File: config.mk
export PLATFORM = sky130hd
export DESIGN_NAME = alsaqr_pad_gpio_ctrl
export DESIGN_NICKNAME = d
export VERILOG_FILES = /design/src/rtl/alsaqr_pad_gpio_pkg.sv /design/src/rtl/alsaqr_pad_debounce.sv /design/src/rtl/alsaqr_pad_gpio_ctrl.sv
export SDC_FILE = /design/constraint.sdc
export NUM_CORES = 1
export LEC_CHECK = 0
export BUFFER_PORTS_ARGS = -buffer_cell sky130_fd_sc_hd__buf_4
export CAP_MARGIN = 30
export CORE_MARGIN = 2
export CORE_UTILIZATION = 28
export DETAILED_ROUTE_END_ITERATION = 16
export PLACE_DENSITY = 0.5
export SLEW_MARGIN = 20
export SYNTH_ARGS = -nofsm -noshare
export SYNTH_HDL_FRONTEND = slang
export SYNTH_HIERARCHICAL = 1
export SYNTH_SLANG_ARGS = --single-unit
File: constraint.sdc
create_clock -name clk_i -period 1.7 [get_ports clk_i]
set_clock_uncertainty 0.2 [all_clocks]
set_input_delay 0.17 -clock clk_i [delete_from_list [all_inputs] [get_ports clk_i]]
set_output_delay 0.17 -clock clk_i [all_outputs]
set_load 0.03 [all_outputs]
File: src/rtl/alsaqr_pad_gpio_pkg.sv
// Shared constants for the AlSaqr pad GPIO controller: register map and DRV field width.
// No logic beyond a small address-normalising helper.
package alsaqr_pad_gpio_pkg;

  localparam int unsigned DRV_W = 2;
  localparam int unsigned REG_W = 32;

  localparam logic [5:0] ADDR_DIR     = 6'h00;
  localparam logic [5:0] ADDR_OUT     = 6'h04;
  localparam logic [5:0] ADDR_IN      = 6'h08;
  localparam logic [5:0] ADDR_PUEN    = 6'h0C;
  localparam logic [5:0] ADDR_SLW     = 6'h10;
  localparam logic [5:0] ADDR_SMT     = 6'h14;
  localparam logic [5:0] ADDR_DRV     = 6'h18;
  localparam logic [5:0] ADDR_RISE_EN = 6'h1C;
  localparam logic [5:0] ADDR_FALL_EN = 6'h20;
  localparam logic [5:0] ADDR_STATUS  = 6'h24;

  // Byte lanes are not decoded; accesses resolve to the containing word.
  function automatic logic [5:0] word_addr(input logic [5:0] addr);
    return {addr[5:2], 2'b00};
  endfunction

endpackage

File: src/rtl/alsaqr_pad_debounce.sv
// One pad input: 2-flop synchronizer, DEBOUNCE_CYCLES mismatch counter, edge pulses.
// stable_o lags the pad by 2+DEBOUNCE_CYCLES edges; rise_o/fall_o are one-cycle pulses; no backpressure.
module alsaqr_pad_debounce #(
  parameter int unsigned DEBOUNCE_CYCLES = 4
) (
  input  logic clk_i,
  input  logic rst_i,
  input  logic pad_i,
  output logic stable_o,
  output logic rise_o,
  output logic fall_o
);

  localparam logic [7:0] CNT_MAX = 8'(DEBOUNCE_CYCLES - 1);

  logic       sync1_q, sync2_q;
  logic       stable_q, stable_d;
  logic       stable_dly_q;
  logic [7:0] cnt_q, cnt_d;

  always_comb begin
    stable_d = stable_q;
    cnt_d    = '0;
    if (sync2_q != stable_q) begin
      if (cnt_q == CNT_MAX) begin
        stable_d = sync2_q;
      end else begin
        cnt_d = cnt_q + 8'd1;
      end
    end
  end

  always_ff @(posedge clk_i) begin
    if (rst_i) begin
      sync1_q      <= 1'b0;
      sync2_q      <= 1'b0;
      stable_q     <= 1'b0;
      stable_dly_q <= 1'b0;
      cnt_q        <= '0;
    end else begin
      sync1_q      <= pad_i;
      sync2_q      <= sync1_q;
      stable_q     <= stable_d;
      stable_dly_q <= stable_q;
      cnt_q        <= cnt_d;
    end
  end

  // Edges are taken against a delayed copy so STATUS lands one edge after stable.
  assign stable_o = stable_q;
  assign rise_o   = stable_q & ~stable_dly_q;
  assign fall_o   = ~stable_q & stable_dly_q;

endmodule

File: src/rtl/alsaqr_pad_gpio_ctrl.sv
// Register-programmed GPIO controller driving AlSaqr pad controls, with debounced inputs and edge IRQ.
// Register responses one cycle after each request; gnt_o is tied high so no backpressure.
module alsaqr_pad_gpio_ctrl
  import alsaqr_pad_gpio_pkg::*;
#(
  parameter int unsigned NUM_PADS        = 16,
  parameter int unsigned DEBOUNCE_CYCLES = 4
) (
  input  logic                        clk_i,
  input  logic                        rst_i,
  input  logic                        req_i,
  input  logic                        we_i,
  input  logic [5:0]                  addr_i,
  input  logic [31:0]                 wdata_i,
  output logic                        gnt_o,
  output logic                        rvalid_o,
  output logic [31:0]                 rdata_o,
  output logic                        err_o,
  output logic [NUM_PADS-1:0]         pad_oen_o,
  output logic [NUM_PADS-1:0]         pad_i_o,
  output logic [NUM_PADS-1:0]         pad_puen_o,
  output logic [DRV_W*NUM_PADS-1:0]   pad_drv_o,
  output logic [NUM_PADS-1:0]         pad_slw_o,
  output logic [NUM_PADS-1:0]         pad_smt_o,
  input  logic [NUM_PADS-1:0]         pad_o_i,
  output logic                        irq_o
);

  localparam int unsigned NP = NUM_PADS;
  localparam int unsigned DB = DRV_W * NUM_PADS;

  logic [NP-1:0] dir_q, dir_d;
  logic [NP-1:0] out_q, out_d;
  logic [NP-1:0] puen_q, puen_d;
  logic [NP-1:0] slw_q, slw_d;
  logic [NP-1:0] smt_q, smt_d;
  logic [DB-1:0] drv_q, drv_d;
  logic [NP-1:0] rise_en_q, rise_en_d;
  logic [NP-1:0] fall_en_q, fall_en_d;
  logic [NP-1:0] status_q, status_d;

  logic          rvalid_q, rvalid_d;
  logic [31:0]   rdata_q, rdata_d;
  logic          err_q, err_d;

  logic [NP-1:0] in_val;
  logic [NP-1:0] rise_evt;
  logic [NP-1:0] fall_evt;

  for (genvar k = 0; k < NP; k++) begin : g_pad
    alsaqr_pad_debounce #(
      .DEBOUNCE_CYCLES(DEBOUNCE_CYCLES)
    ) u_debounce (
      .clk_i   (clk_i),
      .rst_i   (rst_i),
      .pad_i   (pad_o_i[k]),
      .stable_o(in_val[k]),
      .rise_o  (rise_evt[k]),
      .fall_o  (fall_evt[k])
    );
  end

  always_comb begin
    dir_d     = dir_q;
    out_d     = out_q;
    puen_d    = puen_q;
    slw_d     = slw_q;
    smt_d     = smt_q;
    drv_d     = drv_q;
    rise_en_d = rise_en_q;
    fall_en_d = fall_en_q;
    status_d  = status_q;
    rvalid_d  = req_i;
    rdata_d   = '0;
    err_d     = 1'b0;

    // Read data is taken from the current registers, so a same-cycle write is not visible.
    if (req_i) begin
      unique case (word_addr(addr_i))
        ADDR_DIR: begin
          rdata_d[NP-1:0] = dir_q;
          if (we_i) dir_d = wdata_i[NP-1:0];
        end
        ADDR_OUT: begin
          rdata_d[NP-1:0] = out_q;
          if (we_i) out_d = wdata_i[NP-1:0];
        end
        ADDR_IN: begin
          rdata_d[NP-1:0] = in_val;
        end
        ADDR_PUEN: begin
          rdata_d[NP-1:0] = puen_q;
          if (we_i) puen_d = wdata_i[NP-1:0];
        end
        ADDR_SLW: begin
          rdata_d[NP-1:0] = slw_q;
          if (we_i) slw_d = wdata_i[NP-1:0];
        end
        ADDR_SMT: begin
          rdata_d[NP-1:0] = smt_q;
          if (we_i) smt_d = wdata_i[NP-1:0];
        end
        ADDR_DRV: begin
          rdata_d[DB-1:0] = drv_q;
          if (we_i) drv_d = wdata_i[DB-1:0];
        end
        ADDR_RISE_EN: begin
          rdata_d[NP-1:0] = rise_en_q;
          if (we_i) rise_en_d = wdata_i[NP-1:0];
        end
        ADDR_FALL_EN: begin
          rdata_d[NP-1:0] = fall_en_q;
          if (we_i) fall_en_d = wdata_i[NP-1:0];
        end
        ADDR_STATUS: begin
          rdata_d[NP-1:0] = status_q;
          if (we_i) status_d = status_q & ~wdata_i[NP-1:0];
        end
        default: begin
          err_d = 1'b1;
        end
      endcase
      if (we_i) rdata_d = '0;
    end

    // New edges are merged after the W1C so a coincident set survives the clear.
    status_d = status_d | (rise_evt & rise_en_q) | (fall_evt & fall_en_q);
  end

  always_ff @(posedge clk_i) begin
    if (rst_i) begin
      dir_q     <= '0;
      out_q     <= '0;
      puen_q    <= '0;
      slw_q     <= '0;
      smt_q     <= '0;
      drv_q     <= '0;
      rise_en_q <= '0;
      fall_en_q <= '0;
      status_q  <= '0;
      rvalid_q  <= 1'b0;
      rdata_q   <= '0;
      err_q     <= 1'b0;
    end else begin
      dir_q     <= dir_d;
      out_q     <= out_d;
      puen_q    <= puen_d;
      slw_q     <= slw_d;
      smt_q     <= smt_d;
      drv_q     <= drv_d;
      rise_en_q <= rise_en_d;
      fall_en_q <= fall_en_d;
      status_q  <= status_d;
      rvalid_q  <= rvalid_d;
      rdata_q   <= rdata_d;
      err_q     <= err_d;
    end
  end

  logic unused_bits;
  assign unused_bits = ^{addr_i[1:0], wdata_i};

  assign gnt_o      = 1'b1;
  assign rvalid_o   = rvalid_q;
  assign rdata_o    = rdata_q;
  assign err_o      = err_q;
  assign pad_oen_o  = ~dir_q;
  assign pad_i_o    = out_q;
  assign pad_puen_o = puen_q;
  assign pad_drv_o  = drv_q;
  assign pad_slw_o  = slw_q;
  assign pad_smt_o  = smt_q;
  assign irq_o      = |status_q;

endmodule

[After elaboration in Yosys (flattened, before gate mapping)]
Index checks and enable logic that the tools add are counted.
Storage, ports and cells
  output and inout bits: 148
  bits of input ports: 58
  register bits after elaboration: 386
  logic and storage cells: 290
Cells by class
  add/subtract/negate cells: 16
  multiplexer cells: 5
  reductions and logical operators: 46
  bitwise logic cells: 89
  equal/unequal tests: 41
Operator list (count)
  16-bit case mux with 10 select lines: 1
  8-bit by 1-bit adder with 8-bit output (second input constant): 16
  8-bit by 2-bit equality test with 1-bit output (second input constant): 16
  3-bit OR reduction: 17
  1-bit inverter: 50
  16-bit bitwise AND: 3
  16-bit 2-to-1 mux: 3
  1-bit bitwise AND: 32
  16-bit inverter: 2
  16-bit bitwise OR: 2
  2-bit AND reduction: 16
  3-bit AND reduction: 8
  4-bit by 3-bit equality test with 1-bit output (second input constant): 4
  1-bit != test: 16
  16-bit OR reduction: 1
  10-bit OR reduction: 1
  4-bit by 2-bit equality test with 1-bit output (second input constant): 2
  4-bit equality test (second input constant): 2
  4-bit by 1-bit equality test with 1-bit output (second input constant): 1
  4-bit zero test: 1
  4-bit OR reduction: 1
  2-bit OR reduction: 1
  1-bit 2-to-1 mux: 1

[Logic depth before layout (Yosys ltp)]
Gate-level depths: netlist (run 1).
  depth in word-level cells: 7
  mapped depth: 8
  mapped depth without buffers: 4

[Cells and area by module]
Netlist (run 1), hierarchy kept.
Modules (own cells, without submodules)
  alsaqr_pad_gpio_ctrl: cells each 999, area an instance 8209.1 sq um, seq. area each 3883.7 sq um, times used 1
  alsaqr_pad_debounce at g_pad[0].u_debounce ...: cells each 53, area an instance 484.2 sq um, seq. area each 240.2 sq um, times used 15
  alsaqr_pad_debounce at g_pad[9].u_debounce: cells each 54, area an instance 509.2 sq um, seq. area each 240.2 sq um, times used 1

[Least setup slack after synthesis (run 1)]
No wires, ideal clock.
  path kind: register to register
  start: register g_pad[0].u_debounce.cnt_q[0]
  end: register g_pad[0].u_debounce.stable_q
  period minus slack after synthesis: 1.753 ns
  required time: 1.430 ns
  setup slack: -0.053 ns
  arrival: 1.483 ns
  setup time: 0.070 ns
  buffers on the path: 0
  stages on the path, launching flop included: 5
  cell sequence: dfxtp_1 > ha_1 > or4b_4 > or3_1 > a21oi_1
On the way
  word-level cells in the longest chain between the ends: 2
Ends and longest elaborated chain
  start: declaration: line alsaqr_pad_debounce.sv:19  | logic [7:0] cnt_q, cnt_d;
  start signal: assignment: line alsaqr_pad_debounce.sv:45  | cnt_q <= cnt_d;
  8-bit by 2-bit equality test with 1-bit output: line alsaqr_pad_debounce.sv:25  | if (cnt_q == CNT_MAX) begin
  2-bit AND reduction (no source line)
  end signal: assignment: line alsaqr_pad_debounce.sv:43  | stable_q <= stable_d;
  end: declaration: line alsaqr_pad_debounce.sv:17  | logic stable_q, stable_d;
Every way passes these cells.
A chain may end at the register's enable or synchronous reset.

[Worst setup path after layout (run 1)]
  start: register status_q[3]
  end: output port irq_o
On the way
  word-level cells in the longest chain between the ends: 1
Ends and longest elaborated chain
  start: declaration: line alsaqr_pad_gpio_ctrl.sv:40  | logic [NP-1:0] status_q, status_d;
  start signal: assignment: line alsaqr_pad_gpio_ctrl.sv:153  | status_q <= status_d;
  16-bit OR reduction: line alsaqr_pad_gpio_ctrl.sv:173  | assign irq_o = |status_q;
  end: declaration: line alsaqr_pad_gpio_ctrl.sv:26  | output logic irq_o
Every way passes these cells.

==> results.toml, run 1 <==
[global_routing]
grt_usage_pct = 16.9
grt_max_degree = 86
grt_pass1_vias = 13811
grt_pass1_wl_um = 79400
overflow = 0
grt_antenna_before_repair = 6

[synth]
synth_nets = 1922
yosys-top-cells-count = "dfxtp_1, nand2_1, a21oi_1"
syn_area_um2 = 16000
synth_edf_count = 0
synth_cells = 1848
ys_async_sr_fraction_pct = 0
yosysUniqueCellTypes = 60
synth_top_area_share_pct = 48.4
ys.flop_type = "dfxtp_1"
ys_top_cells_by_area = "dfxtp_1, nand2_1, a21oi_1"
synth-warning-count = 6
yosysMostFrequentCell = "dfxtp_1"
yosys.area.top_type = "dfxtp_1"
avgSynthCellArea_um2 = 8.65
ys_ff_latch = 386
ys_seq_area_share_pct = 48.4

[sta]
holdWs_ps = 21.8
post-route-period-util_pct = 125
finalWorstSetupSlack_ps = -429
tns_ps = -567
tightestPinTransition_ps = 877
slew_violations = 0
hold_viol_final = 0
slew_headroom_pct = 41.4
setup_viol = 10
grt_setup_unrepaired = "yes"
fmax_mhz = 470
min_period_ps = 2130

[clocking]
clk_latency_ps = 580
numCtsBuffers = 44
path_clk_slew_ps = 60
clock_sinks = 386
htree_levels = 2
cts-root-buf = "clkbuf_16"
cts_tree = "yes"
cts_max_path_buffers = 3

[cells_and_area]
syn2layout_area_growth_pct = 37.5
nNetsFinal = 2314
final_cells = 3026
stdcell_area_um2 = 22000
fillers = 5676
drive_gt1_share_pct = 25.2
n_antenna_cell = 0

[placed_design]
dpl_cell_area_um2 = 19700
dp.cells = 2891
place_congestion = 0.861
dp_hpwl_um = 37300
io_buffer_count = 202

[route]
vias = 14380
drt-pass1-iter-count = 5
top_layer = "met5"
wl_per_cell_um = 16.7
drt-total-wl_um = 50700
viasPerCell = 4.75
first_iter_violations = 837
wl_met2_um = 23600
wirelength_met1_um = 22900
dr_wl_met3_um = 3030
route.detailed.drc = 0
final_antenna_net_count = 0

[die]
die_w_um = 243
start_util_pct = 28.3
die_area_um2 = 59000
rows = 87
ios = 206
die_h_um = 243
core-area_um2 = 56400

[job]
max-cap-violations = 0

[power_and_ir_drop]
switching_share_pct = 22.8
power_density_nw_per_um2 = 898
clock_power_share_pct = 48.2
peakVddDrop_mv = 0.599
seqPwrFrac_pct = 46.5
combinationalPowerShare_pct = 5.3
p_switching_mw = 4.50
p_leak_nw = 8.09
internal-power_mw = 15.2

[worst_setup_path]
start_kind = "flip-flop"
crit_type = "flip-flop to output port"
cp_max_fo = 2
crit_arrival_ps = 1760
end_kind = "output port"
worstPathRequired_ps = 1330

[status]
status = "finished, violations left"
violations = "setup timing"

[worst_hold_path]
hold_path_class = "input port to flip-flop"
-- worst paths after layout --
| path | depth (start not counted) | slack [ps] | from | to |
|---|---|---|---|---|
| worst max-delay path | 4 | -430 | status_q[3] | irq_o |
| worst min-delay path | 4 | 20 | addr_i[3] | rdata_o[8] |
| worst max register to register | 4 | -30 | g_pad[13].u_debounce/cnt_q[1] | g_pad[13].u_debounce/stable_o |
| worst min register to register | 1 | 240 | g_pad[2].u_debounce/sync1_q | g_pad[2].u_debounce/sync2_q |
-- worst max-delay path, cell delays in order, from the launching register on --
cell	delay, ps
dfxtp_2	330
nor4_2	230
buf_4	160
nand4_1	230
buf_6	230
-- layout by cell type, fill, tap and decap left out, drive strengths merged, types with 4 or more instances in the layout --
cell	count
o211ai	16
o31a	7
a21oi	217
nor2	108
a22o	19
clkbuf	63
nor2b	87
and2	22
o21ai	80
clkinv	6
nor4	4
o32ai	5
or4b	15
nor3	8
xor2	48
nand3	79
or2	9
o22ai	15
dfxtp	386
ha	16
a221oi	6
nand2	315
xnor2	15
dlygate4sd3	57
inv	69
mux2i	44
buf	378
nand4	18
or3	78
a22oi	45
-- metrics by stage --
step	worst slack [ps]	util, %	total power, mW
after floorplan	30.0	-	9.82
after global placement	-512	35.0	10.3
after detailed placement	-510	35.0	10.3
after CTS	-446	38.8	20.1
after global routing	-493	39.0	20.5
final	-429	39.0	19.7
-- what timing repair did --
item,CTS,global route
hold endpoints to repair,227,1
setup buffers,1,2
setup endpoints to repair,78,109
gates cloned,0,0
resized for setup,18,31
pin swaps,4,38
hold buffers,57,1
-- kinds of logic after synthesis --
| group | after synthesis | synth area share [%] |
|---|---|---|
| AO/OA/AOI/OAI | 417 | 15.8 |
| XOR/XNOR | 63 | 3.45 |
| adder cells (fa/ha/maj) | 16 | 1.25 |
| buffers and inverters | 157 | 4.29 |
| flip-flops | 386 | 48.4 |
| multiplexers | 46 | 2.97 |
| other | 1 | 0.0235 |
| AND/OR/NAND/NOR | 762 | 23.9 |
-- area by class of cell --
| type | count | area, um2 | area share (%) |
|---|---|---|---|
| multi-input combinational | 1305 | 7970 | 36.3 |
| sequential | 386 | 7770 | 35.4 |
| timing repair buffer | 436 | 3600 | 16.4 |
| clock buffer | 62 | 1280 | 5.82 |
| tap | 756 | 946 | 4.30 |
| inverter | 67 | 251 | 1.14 |
| clock inverter | 14 | 160 | 0.729 |
-- registers in the layout, indices dropped and copies added, names as in the netlist --
name                           flops
dir_q                             16
err_o                              1
fall_en_q                         16
g_pad.u_debounce/cnt_q           128
g_pad.u_debounce/stable_dly_q     16
g_pad.u_debounce/stable_o         16
g_pad.u_debounce/sync1_q          16
g_pad.u_debounce/sync2_q          16
pad_drv_o                         32
pad_i_o                           16
pad_puen_o                        16
pad_slw_o                         16
pad_smt_o                         16
rdata_o                           32
rise_en_q                         16
rvalid_o                           1
status_q                          16
-- power groups by stage --
stage	Combinational [mW]	Sequential [mW]	Clock, mW
floorplan	0.421	9.40	0
global placement	0.910	9.38	0
detailed placement	0.915	9.38	0
CTS	1.05	9.18	9.83
global route	1.13	9.18	10.2
finish	1.05	9.18	9.52
-- metal layers --
layer / global-route usage (%) / vias up
li1: - / 7151
met2: 28.3 / 381
met3: 3.70 / 73
met4: 4.44 / 12
met1: 21.9 / 6763
met5: 0 / -
Power figures use the tool's default switching activity.
==> inputs of run 2 (changes only) <==
--- a/config.mk
+++ b/config.mk
@@ -10,7 +10,7 @@
 export CORE_MARGIN = 2
 export CORE_UTILIZATION = 28
 export DETAILED_ROUTE_END_ITERATION = 16
-export PLACE_DENSITY = 0.5
+export PLACE_DENSITY = 0.46
 export SLEW_MARGIN = 20
 export SYNTH_ARGS = -nofsm -noshare
 export SYNTH_HDL_FRONTEND = slang
==> results.toml, run 2 (synthesis gave the netlist of run 1 again) <==
[job]
max-cap-violations = 0

[die]
die_w_um = 243
rows = 87
die_h_um = 243
start_util_pct = 28.3
die_area_um2 = 59000
ios = 206
core-area_um2 = 56400

[worst_setup_path]
critPathSlowestCell = "dfxtp_2"
worstPathRequired_ps = 1330
reg2reg_setup_slack_ps = -50
max_stage_delay_ps = 320
start_kind = "flip-flop"
crit_arrival_ps = 1740
cp.buffers_inverters = 3
cpMostUsedCell = "buf_4"
crit_type = "flip-flop to output port"
cp_max_fo = 2
end_kind = "output port"
path_cells = "nor4_2 > buf_4 > nand4_1 > buf_4 > buf_6"
path_delay_family = "buffers and inverters"

[sta]
grt_setup_unrepaired = "yes"
min_period_ps = 2110
fmax_mhz = 473
post-route-period-util_pct = 124
slew_headroom_pct = 41.7
tightestPinTransition_ps = 873
hold_viol_final = 0
finalWorstSetupSlack_ps = -412
slew_violations = 0
setup_viol = 9

[clocking]
clk_latency_ps = 590
cts_tree = "yes"
htree_levels = 2
numCtsBuffers = 46
path_clk_slew_ps = 60
cts_max_path_buffers = 3
clock_sinks = 386
cts-root-buf = "clkbuf_16"

[power_and_ir_drop]
peakVddDrop_mv = 0.623
p_total_mw = 20.9
power_density_nw_per_um2 = 942
p_leak_nw = 8.26

[global_routing]
grt_pass1_vias = 13864
grt_antenna_before_repair = 5
grt_usage_pct = 17.1
grt_max_degree = 61
overflow = 0
grt_pass1_wl_um = 80100

[cells_and_area]
largest_reg_flops = 128
layout_commonest_cell = "buf_4"
final_cells = 3041
stdcell_area_um2 = 22200
n_antenna_cell = 0
drive_gt1_share_pct = 25.3
nNetsFinal = 2322
top_register = "g_pad.u_debounce/cnt_q"
layout_common_cells = "buf_4, dfxtp_1, nand2_1"
syn2layout_area_growth_pct = 39.1

[route]
viasPerCell = 4.74
route.detailed.drc = 0
drt-pass1-iter-count = 5
first_iter_violations = 949
wl_per_cell_um = 17.1
final_antenna_net_count = 0
vias = 14424
drt-total-wl_um = 52000

[placed_design]
place_congestion = 0.835
dp.cells = 2885
dpl_cell_area_um2 = 19700
dp_hpwl_um = 38200
io_buffer_count = 202

[status]
status = "finished, violations left"
violations = "setup timing"

[worst_hold_path]
hold_path_class = "input port to flip-flop"
-- run 2: metal layers --
metal	routed length [um]	GRT usage [%]	vias to the layer above
met5	65	0	-
met3	2850	3.34	81
met4	1020	4.89	10
met2	24300	28.4	363
li1	-	-	7179
met1	23800	22.6	6791
-- run 2: layout make-up --
| class | instances | area [um2] |
|---|---|---|
| clock buffer | 66 | 1370 |
| clock inverter | 19 | 299 |
| fill | 5714 | 34200 |
| inverter | 67 | 251 |
| multi-input combinational | 1305 | 7920 |
| sequential | 386 | 7770 |
| tap | 756 | 946 |
| timing repair buffer | 442 | 3680 |
-- run 2: where the power goes --
part / leakage, nW / internal [mW] / switching (mW) / total (mW)
clock: 0.822 / 6.66 / 4.06 / 10.7
combinational: 4.31 / 0.433 / 0.605 / 1.04
sequential: 3.14 / 9.12 / 0.0554 / 9.18
-- run 2: worst register-to-register path, stage by stage, from the launching register on --
cell	delay [ps]
dfxtp_2	350
ha_4	140
or4b_4	500
or3_1	380
a21oi_2	120
-- run 2: worst paths after layout --
kind | end | startpoint | cells after the start
min | rdata_o[14] | addr_i[2] | 6
max reg2reg | g_pad[13].u_debounce/stable_o | g_pad[13].u_debounce/cnt_q[1] | 4
max | irq_o | status_q[0] | 5
min reg2reg | g_pad[11].u_debounce/sync2_q | g_pad[11].u_debounce/sync1_q | 1
-- run 2: what timing repair did --
item	in CTS	in global routing
buffers inserted	6	6
pin swaps	3	27
hold endpoints to repair	236	0
endpoints found under the setup margin	55	91
hold buffers	60	0
resized for setup	18	23
-- run 2: stage by stage --
step | utilization, % | setup slack [ps] | setup TNS, ps | hold slack [ps]
global route | 39.4 | -481 | -1490 | 66.5
floorplan | - | 30.0 | 0 | 39.1
CTS | 39.2 | -462 | -652 | 3.19
finish | 39.4 | -412 | -561 | 49.9
detailed placement | 34.9 | -239 | -24450 | 187
global placement | 34.9 | -237 | -21820 | 180
==> inputs of run 3 (changes only) <==
--- a/config.mk
+++ b/config.mk
@@ -5,12 +5,12 @@
 export SDC_FILE = /design/constraint.sdc
 export NUM_CORES = 1
 export LEC_CHECK = 0
-export BUFFER_PORTS_ARGS = -buffer_cell sky130_fd_sc_hd__buf_4
 export CAP_MARGIN = 30
 export CORE_MARGIN = 2
 export CORE_UTILIZATION = 28
 export DETAILED_ROUTE_END_ITERATION = 16
-export PLACE_DENSITY = 0.46
+export DONT_BUFFER_PORTS = 1
+export PLACE_DENSITY = 0.43
 export SLEW_MARGIN = 20
 export SYNTH_ARGS = -nofsm -noshare
 export SYNTH_HDL_FRONTEND = slang
==> results.toml, run 3 (synthesis gave the netlist of run 1 again) <==
[clocking]
clk_latency_ps = 600
path_clk_slew_ps = 60
cts_tree = "yes"
clock_sinks = 386
numCtsBuffers = 47
cts-root-buf = "clkbuf_16"
cts_max_path_buffers = 3
htree_levels = 2

[die]
ios = 206
start_util_pct = 28.3
rows = 87
die_area_um2 = 59000
die_w_um = 243
core-area_um2 = 56400
die_h_um = 243

[global_routing]
grt_pass1_wl_um = 84100
grt_antenna_before_repair = 4
gr-max-usage-layer = "met2"
use_met1_pct = 22.8
met2_usage_pct = 30.1
met3_usage_pct = 4.71
grt_usage_pct = 18.1
grt_max_degree = 168
grt_pass1_vias = 14669
overflow = 0

[sta]
slew_headroom_pct = 43.0
tightestPinTransition_ps = 854
finalWorstSetupSlack_ps = -334
post-route-period-util_pct = 120
hold_viol_final = 19
slew_violations = 0
holdWs_ps = -392
grt_setup_unrepaired = "yes"
fmax_mhz = 492
setup_viol = 5
tns_ps = -360
min_period_ps = 2030

[worst_setup_path]
path_cells = "nor4_4 > buf_4 > nand4_1 > buf_6"
critPathSlowestCell = "dfxtp_2"
end_kind = "output port"
start_kind = "flip-flop"
max_stage_delay_ps = 330
r2r-start = "g_pad[11].u_debounce/cnt_q[0]"
rr_worst_depth = 4
cp_max_fo = 2
worstPathRequired_ps = 1330
crit_arrival_ps = 1660
reg2reg_setup_slack_ps = -10
crit_type = "flip-flop to output port"
r2r-end = "g_pad[11].u_debounce/stable_o"

[cells_and_area]
drive_gt1_share_pct = 18.7
n_antenna_cell = 0
syn2layout_area_growth_pct = 42.5
layout_common_cells = "dfxtp_1, nand2_1, dlygate4sd3_1"
top_register = "g_pad.u_debounce/cnt_q"
largest_reg_flops = 128
fillers = 5660
nNetsFinal = 2374
layout_commonest_cell = "dfxtp_1"

[route]
first_iter_violations = 671
wl_per_cell_um = 17.8
drt-total-wl_um = 55100
route.detailed.drc = 0
drt-pass1-iter-count = 5
vias = 14801
final_antenna_net_count = 0
viasPerCell = 4.79

[worst_hold_path]
hold_start = "addr_i[5]"
holdPathStages = 2
hold_path_class = "input port to flip-flop"
min_to = "rdata_o[12]"

[job]
max-cap-violations = 0

[placed_design]
io_buffer_count = 0
place_congestion = 0.813
dp_hpwl_um = 36100

[power_and_ir_drop]
power_density_nw_per_um2 = 859
p_leak_nw = 8.60
peakVddDrop_mv = 0.717

[status]
status = "finished, violations left"
violations = "hold timing, setup timing"
## run 3: cell count changes in the layout (fill, tap and decap cells not counted), sizes merged
cell          delta
bufinv           -6
clkbuf           +2
dlygate4sd3    +188
buf            -141
clkinv           +1
clkinvlp         -1
dlymetal6s4s     +3
## run 3: final cells by class
type | count | area [um2] | area share, %
clock buffers | 67 | 1320 | 5.80
multi-input cells | 1305 | 7880 | 34.6
flip-flops and latches | 386 | 7790 | 34.2
repair buffers | 493 | 4470 | 19.6
well taps | 756 | 946 | 4.15
inverters | 67 | 251 | 1.10
clock inverters | 13 | 124 | 0.544
## run 3: how the worst max path moves through the flow
stage                                       startpoint                           end  cells past startpoint
after floorplan           g_pad[0].u_debounce/cnt_q[0]  g_pad[0].u_debounce/stable_o                      4
after detailed placement                     addr_i[3]                    rdata_o[2]                      5
after CTS                                  status_q[6]                         irq_o                      4
after global routing                       status_q[6]                         irq_o                      4
final                                      status_q[6]                         irq_o                      4
after global placement                       addr_i[4]                    rdata_o[5]                      4
## run 3: power by group
group | total (mW) | internal, mW | leakage, nW | switching [mW]
clock | 9.55 | 5.56 | 0.718 | 4.00
sequential | 9.18 | 9.12 | 3.14 | 0.0608
combinational | 0.828 | 0.362 | 4.74 | 0.466
total | 19.6 | 15.0 | 8.60 | 4.53
## run 3: metal layers
layer	share of wire (%)	vias to the layer above	wire length (um)
met5	0.034	-	19
met4	3.4	4	1880
met3	7.1	103	3930
met2	46	415	25500
met1	43	7012	23800
li1	-	7267	-
## run 3: what timing repair did
item	4_1_cts	5_1_grt
resized for setup	8	56
cloned	0	1
setup endpoints to repair	12	141
pin swaps	3	22
hold buffers	250	11
endpoints found under the hold margin	386	37
buffers inserted	3	11
## run 3: critical path, delay by kind of cell, from the launching register on
| kind | cells | cell delay (ps) |
|---|---|---|
| simple gates | 2 | 410 |
| flops | 1 | 330 |
| buf+inv | 2 | 320 |
## run 3: metrics by stage
step                      util [%]  power [mW]  area, um2  worst slack (ps)  std cells
after floorplan                  -        9.82      16200              30.0       1848
after detailed placement      32.7        9.87      18500             -30.8       2737
final                         40.4        19.6      22800              -334       3087
after global placement        32.7        9.86      18500             -63.8       2736
after global routing          40.4        20.3      22800              -430       3087
after CTS                     39.9        19.9      22500              -377       3070
